--- config.mk ---
export PLATFORM = sky130hd
export DESIGN_NAME = serial_adc_scanner
export DESIGN_NICKNAME = d
export VERILOG_FILES = /design/src/rtl/serial_adc_scanner.sv
export SDC_FILE = /design/constraint.sdc
export NUM_CORES = 1
export LEC_CHECK = 0
export BUFFER_PORTS_ARGS = -buffer_cell sky130_fd_sc_hd__buf_2
export CELL_PAD_IN_SITES_DETAIL_PLACEMENT = 0
export CELL_PAD_IN_SITES_GLOBAL_PLACEMENT = 1
export CORE_ASPECT_RATIO = 1.2
export CORE_MARGIN = 2
export CORE_UTILIZATION = 40
export DETAILED_ROUTE_END_ITERATION = 6
export GPL_TIMING_DRIVEN = 0
export PLACE_DENSITY = 0.84
export SLEW_MARGIN = 0
export SYNTH_ARGS = -nofsm -noshare
export SYNTH_HDL_FRONTEND = slang
export SYNTH_SLANG_ARGS = --single-unit
--- constraint.sdc ---
create_clock -name CLK -period 2 [get_ports CLK]
set_input_delay 0.1 -clock CLK [delete_from_list [all_inputs] [get_ports CLK]]
set_output_delay 0.1 -clock CLK [all_outputs]
set_load 0.05 [all_outputs]
--- src/rtl/serial_adc_scanner.sv ---
// serial_adc_scanner: frame sequencer and channel scanner for TLC2543-class serial ADCs.
// Optional build macro AD_EOC_WAIT_EN: end the conversion wait early on a synchronised AD_EOC rise.
module serial_adc_scanner #(
    parameter int DATA_W  = 10,
    parameter int ADDR_W  = 4,
    parameter int NUM_CH  = 4,
    parameter int CLK_DIV = 13,
    parameter int TSU_CS  = 72,
    parameter int TCONV   = 1051
) (
    input  logic              CLK,
    input  logic              RST,
    input  logic              scan_en,
    input  logic              mode,
    input  logic [ADDR_W-1:0] single_ch,
    input  logic              AD_EOC,
    input  logic              AD_DigData_In,
    output logic              AD_CSn,
    output logic              AD_Clk,
    output logic              AD_Address,
    output logic [DATA_W-1:0] sample_data,
    output logic [ADDR_W-1:0] sample_ch,
    output logic              sample_valid,
    output logic              busy
);
    localparam int MAXA = (TSU_CS > CLK_DIV) ? TSU_CS : CLK_DIV;
    localparam int MAXC = (TCONV > MAXA) ? TCONV : MAXA;
    localparam int CW   = $clog2(MAXC + 1);
    localparam int BW   = $clog2(DATA_W + 1);

    typedef enum logic [2:0] {
        IDLE, CS_SETUP, CLK_LO, CLK_HI, CS_REL, CONV
    } state_t;

    state_t            state, state_nx;
    logic [CW-1:0]     cnt, cnt_nx;
    logic [BW-1:0]     bit_idx, bit_idx_nx, bit_inc;
    logic [ADDR_W-1:0] cur_addr, cur_addr_nx;
    logic [ADDR_W-1:0] prev_addr, prev_addr_nx;
    logic [ADDR_W-1:0] scan_ptr, scan_ptr_nx;
    logic [ADDR_W-1:0] start_addr, addr_sh;
    logic              cur_mode, cur_mode_nx;
    logic              prev_valid, prev_valid_nx;
    logic [DATA_W-1:0] shreg, shreg_nx;
    logic [DATA_W-1:0] data_nx;
    logic [ADDR_W-1:0] ch_nx;
    logic              csn_nx, adclk_nx, adaddr_nx, valid_nx;
    logic              conv_done;

    assign start_addr = mode ? single_ch : scan_ptr;

`ifdef AD_EOC_WAIT_EN
    logic eoc_s1, eoc_s2, eoc_s3;

    // Two-flop synchroniser for AD_EOC plus one history flop for rise detection.
    always_ff @(posedge CLK) begin
        if (RST) begin
            eoc_s1 <= 1'b0;
            eoc_s2 <= 1'b0;
            eoc_s3 <= 1'b0;
        end else begin
            eoc_s1 <= AD_EOC;
            eoc_s2 <= eoc_s1;
            eoc_s3 <= eoc_s2;
        end
    end

    assign conv_done = (cnt == CW'(TCONV)) ||
                       (eoc_s2 && !eoc_s3 && (cnt >= CW'(8)));
`else
    logic unused_eoc;
    assign unused_eoc = AD_EOC;
    assign conv_done  = (cnt == CW'(TCONV));
`endif

    // Next-state and next-output logic; every output is registered below.
    always_comb begin
        state_nx      = state;
        cnt_nx        = cnt + 1'b1;
        bit_idx_nx    = bit_idx;
        bit_inc       = bit_idx + 1'b1;
        cur_addr_nx   = cur_addr;
        cur_mode_nx   = cur_mode;
        prev_addr_nx  = prev_addr;
        prev_valid_nx = prev_valid;
        scan_ptr_nx   = scan_ptr;
        shreg_nx      = shreg;
        csn_nx        = AD_CSn;
        adclk_nx      = AD_Clk;
        adaddr_nx     = AD_Address;
        data_nx       = sample_data;
        ch_nx         = sample_ch;
        valid_nx      = 1'b0;
        addr_sh       = '0;
        unique case (state)
            IDLE: begin
                cnt_nx = '0;
                if (scan_en) begin
                    state_nx    = CS_SETUP;
                    csn_nx      = 1'b0;
                    cur_mode_nx = mode;
                    cur_addr_nx = start_addr;
                end
            end
            CS_SETUP: begin
                if (cnt == CW'(TSU_CS - 1)) begin
                    state_nx   = CLK_LO;
                    cnt_nx     = '0;
                    bit_idx_nx = '0;
                    addr_sh    = cur_addr;
                    adaddr_nx  = addr_sh[ADDR_W-1];
                end
            end
            CLK_LO: begin
                if (cnt == CW'(CLK_DIV - 1)) begin
                    state_nx = CLK_HI;
                    cnt_nx   = '0;
                    adclk_nx = 1'b1;
                    shreg_nx = DATA_W'({shreg, AD_DigData_In});
                end
            end
            CLK_HI: begin
                if (cnt == CW'(CLK_DIV - 1)) begin
                    cnt_nx     = '0;
                    adclk_nx   = 1'b0;
                    bit_idx_nx = bit_inc;
                    if (bit_inc == BW'(DATA_W)) begin
                        state_nx  = CS_REL;
                        adaddr_nx = 1'b0;
                    end else begin
                        state_nx  = CLK_LO;
                        // Bits past the address width shift out as zero.
                        addr_sh   = cur_addr << bit_inc;
                        adaddr_nx = addr_sh[ADDR_W-1];
                    end
                end
            end
            CS_REL: begin
                state_nx = CONV;
                cnt_nx   = '0;
                csn_nx   = 1'b1;
                // Data of this frame belongs to the previous frame's address.
                if (prev_valid) begin
                    data_nx  = shreg;
                    ch_nx    = prev_addr;
                    valid_nx = 1'b1;
                end
                prev_addr_nx  = cur_addr;
                prev_valid_nx = 1'b1;
                if (!cur_mode) begin
                    scan_ptr_nx = (scan_ptr == ADDR_W'(NUM_CH - 1)) ?
                                  '0 : scan_ptr + 1'b1;
                end
            end
            CONV: begin
                // The exit cycle is part of the CS-high time (TCONV + 1).
                if (conv_done) begin
                    cnt_nx = '0;
                    if (scan_en) begin
                        state_nx    = CS_SETUP;
                        csn_nx      = 1'b0;
                        cur_mode_nx = mode;
                        cur_addr_nx = start_addr;
                    end else begin
                        state_nx      = IDLE;
                        prev_valid_nx = 1'b0;
                    end
                end
            end
            default: begin
                state_nx = IDLE;
            end
        endcase
    end

    // State, datapath and output registers.
    always_ff @(posedge CLK) begin
        if (RST) begin
            state        <= IDLE;
            cnt          <= '0;
            bit_idx      <= '0;
            cur_addr     <= '0;
            cur_mode     <= 1'b0;
            prev_addr    <= '0;
            prev_valid   <= 1'b0;
            scan_ptr     <= '0;
            shreg        <= '0;
            AD_CSn       <= 1'b1;
            AD_Clk       <= 1'b0;
            AD_Address   <= 1'b0;
            sample_data  <= '0;
            sample_ch    <= '0;
            sample_valid <= 1'b0;
            busy         <= 1'b0;
        end else begin
            state        <= state_nx;
            cnt          <= cnt_nx;
            bit_idx      <= bit_idx_nx;
            cur_addr     <= cur_addr_nx;
            cur_mode     <= cur_mode_nx;
            prev_addr    <= prev_addr_nx;
            prev_valid   <= prev_valid_nx;
            scan_ptr     <= scan_ptr_nx;
            shreg        <= shreg_nx;
            AD_CSn       <= csn_nx;
            AD_Clk       <= adclk_nx;
            AD_Address   <= adaddr_nx;
            sample_data  <= data_nx;
            sample_ch    <= ch_nx;
            sample_valid <= valid_nx;
            busy         <= (state_nx != IDLE);
        end
    end
endmodule

==> results.sh <==
export IMPL_status="complete, no violations"
export IMPL_cts_made_buffers=9
export IMPL_synthDistinctLibCells=54
export IMPL_timing_final_ws_setup_ns=0.06175
export IMPL_pre_cts_slack_ns=-0.04992
export IMPL_maxSlewHeadroom_pct=60.46
export IMPL_drtPass1Iterations=4
export IMPL_timing_worst_setup_path_type="flip-flop to flip-flop"
export IMPL_avgRoutedWirePerCell_um=14.31
export IMPL_cts_tree="yes"
export IMPL_critPathMaxStageDelay_ns=0.58
export IMPL_hold_class="input port to flip-flop"
export IMPL_max_cap_viol_count=0
export IMPL_io_pin_count=29
export IMPL_ys_top_cells_by_area="dfxtp_1 44%, mux2i_1 7.3%, nand2_1 5.9%"
export IMPL_finalWeightedCongestion=0.7880
export IMPL_hold_violations=0
export IMPL_path_max_fanout=5
export IMPL_fin_crit_ns=1.938
export IMPL_synth_area_um2=2753
export IMPL_yosysTopAreaCell="dfxtp_1"
export IMPL_ir_drop_mv=0.6769
export IMPL_core_region_area_um2=6730
export IMPL_dr_total_vias=2344
export IMPL_fmax_mhz=515.9
export IMPL_async_flop_share_pct=0
export IMPL_fin_skew_ns=0.009826
export IMPL_antenna_left=0
export IMPL_die_h_um=94.87
export IMPL_synth_simple_gate_area_share_pct=25.27
export IMPL_synth_top_family_by_area="simple AND/OR/NAND/NOR gates"
export IMPL_rows=33
export IMPL_grt_max_degree=13
export IMPL_start_util_pct=40.90
export IMPL_dieArea_um2=7564
export IMPL_ys_seq_elements=61
export IMPL_critPathLaunchType="flip-flop"
export IMPL_synthAdderAreaFrac_pct=2.273
export IMPL_areaGrowthSynthToFinish_pct=22.14
export IMPL_ys_seq_area_share_pct=44.36
export IMPL_synth_edf_count=0
export IMPL_maxSlewViolCount=0
export IMPL_synth_area_mux_share_pct=8.500
export IMPL_required_ns=2.23
export IMPL_p_leak_nw=1.305
export IMPL_hpwlAfterDp_um=4376
export IMPL_clk_path_buf_depth=2
export IMPL_worst_pin_slew_ns=0.5915
export IMPL_syn_nets=320
export IMPL_finalWirelength_um=6338
export IMPL_synth_top_area_share_pct=44.36
export IMPL_path_clk_slew_ns=0.08
export IMPL_worstPathArrival_ns=2.17
export IMPL_cts_root_buffer="clkbuf_8"
export IMPL_setup_viol=0
export IMPL_clkLatencyLatePin_ns=0.35
export IMPL_dp_cells=418
export IMPL_yosysWarnings=0
export IMPL_num_antenna_cells=0
export IMPL_critPathSlowestCell="or4_4"
export IMPL_avgSynthCellArea_um2=9.025
export IMPL_cts_sinks=61
export IMPL_grt_pass1_vias=2279
export IMPL_nets=366
export IMPL_rsz0062_at_grt="yes"
export IMPL_vias_per_cell=5.291
export IMPL_cp_end_kind="flip-flop"
export IMPL_power_density_nw_per_um2=809.0
export IMPL_synth_ff_type="dfxtp_1"
export IMPL_synth_xor_area_share_pct=3.500
export IMPL_path_cells="or4_4 > or3_4 > a211o_1 > o221a_1"
export IMPL_synth_compound_area_share_pct=12.82
export IMPL_p_total_mw=2.720
export IMPL_final_cells=443
export IMPL_grt_ovfl_total=0
export IMPL_io_buffers=26
export IMPL_netlist_instances=305
export IMPL_antenna_found_initial=0
export IMPL_htreeDepth=3
export IMPL_grtUsageTotal_pct=18.26
export IMPL_drc=0
export IMPL_final_util_pct=49.95
export IMPL_drt_iter0_drc=95
export IMPL_die_w_um=79.73
export IMPL_finalCritPeriodShare_pct=96.91
export IMPL_grt_pass1_wl_um=10660
export IMPL_drive_gt1_share_pct=20.51
where the power goes:
part | leakage, nW | internal, mW | switching, mW | total, mW
combinational | 0.695 | 0.0367 | 0.0763 | 0.113
clock | 0.116 | 0.833 | 0.539 | 1.37
sequential | 0.495 | 1.23 | 0.00868 | 1.23
total | 1.31 | 2.10 | 0.624 | 2.72
Yosys cell counts, types with 4 or more instances:
| cell | instances |
|---|---|
| or4_1 | 4 |
| ha_1 | 5 |
| xor2_1 | 8 |
| clkbuf_1 | 13 |
| o211ai_1 | 5 |
| dfxtp_1 | 61 |
| nand4_1 | 6 |
| nor3_1 | 10 |
| nand2_1 | 43 |
| nand2b_1 | 8 |
| nand3_1 | 7 |
| mux2i_1 | 20 |
| nor2_1 | 23 |
| a21oi_1 | 24 |
| inv_1 | 6 |
| nor3b_1 | 4 |
| o21ai_0 | 6 |
metrics by stage:
stage | hold WS, ns | cell area [um2] | setup TNS [ns]
5_1_grt | 0.05070 | 3362 | -0.07884
3_3_place_gp | 0.3374 | 2992 | -0.5341
3_5_place_dp | 0.3499 | 2992 | -0.7291
4_1_cts | 0.02149 | 3287 | 0
6_report | 0.02568 | 3362 | 0
2_1_floorplan | 0.2439 | 2753 | 0
layout by cell type (no fill, tap or decap), types with 3 or more instances in the layout:
cell type and n:
xnor2_1 3, or4_1 4, nand4_1 6, dfxtp_2 4, nor3b_1 4, o21ai_1 3
a21oi_1 24, nor3_1 10, clkbuf_8 9, bufinv_16 3, dfxtp_1 57, buf_4 11
buf_2 27, nand3_1 7, o21ai_0 6, mux2i_1 20, o211ai_1 5, nand4b_1 3
ha_1 4, clkbuf_1 10, nand2b_1 8, inv_1 6, nand2_1 43, a41oi_1 3
nor2_1 23, xor2_1 8
kinds of logic (layout without fill, tap and decap cells):
family / count (synthesis) / count (layout)
flops: 61 / 61
buf+inv: 23 / 74
xor+xnor: 11 / 11
compound gates: 55 / 55
simple gates: 128 / 128
fa+ha+maj: 5 / 5
mux: 22 / 22
final timing paths:
path	slack [ns]	cells past startpoint	start	end
worst max-delay path	0.06	4	cnt[8]$_SDFF_PP0_	AD_Address$_SDFFE_PP0P_
worst min-delay path	0.03	3	RST	cur_addr[2]$_SDFFE_PP0P_
worst max register to register	0.06	4	cnt[8]$_SDFF_PP0_	AD_Address$_SDFFE_PP0P_
worst min register to register	0.46	2	prev_addr[3]$_SDFFE_PP0P_	sample_ch[3]$_SDFFE_PP0P_
state kept, by name, summed over array words and instances, names as in the netlist:
| name | count |
|---|---|
| AD_Address | 1 |
| AD_CSn | 1 |
| AD_Clk | 1 |
| bit_idx | 4 |
| busy | 1 |
| cnt | 11 |
| cur_addr | 4 |
| cur_mode | 1 |
| prev_addr | 4 |
| prev_valid | 1 |
| sample_ch | 4 |
| sample_data | 10 |
| sample_valid | 1 |
| scan_ptr | 4 |
| shreg | 10 |
| state | 3 |
repair_timing:
action,4_1_cts,5_1_grt
gates resized for setup,7,7
gates cloned,0,0
buffers inserted,1,9
hold buffers,1,0
endpoints found under the hold margin,1,0
pin swaps,1,6
setup endpoints to repair,23,36
layout make-up:
| class | count | area, um2 |
|---|---|---|
| Fill cell | 662 | 3368 |
| Multi-Input combinational cell | 221 | 1476 |
| Sequential cell | 61 | 1226 |
| Timing Repair Buffer | 37 | 215.2 |
| Clock buffer | 9 | 123.9 |
| Clock inverter | 7 | 122.6 |
| Tap cell | 87 | 108.9 |
| Buffer | 15 | 66.31 |
| Inverter | 6 | 22.52 |
worst max-delay path: cells and delay by family (launching register included):
kind               cells  cell delay, ns
and+or+nand+nor        2            0.96
AOI/OAI and AO/OA      2            0.50
DFF                    1            0.36
layer usage:
| layer | track usage, % | share of wire, % |
|---|---|---|
| met5 | 0 | 0 |
| met4 | 6.897 | 1.2 |
| met3 | 4.589 | 4.2 |
| met2 | 32.35 | 51 |
| met1 | 21.01 | 43 |
Power figures use the tool's default switching activity.
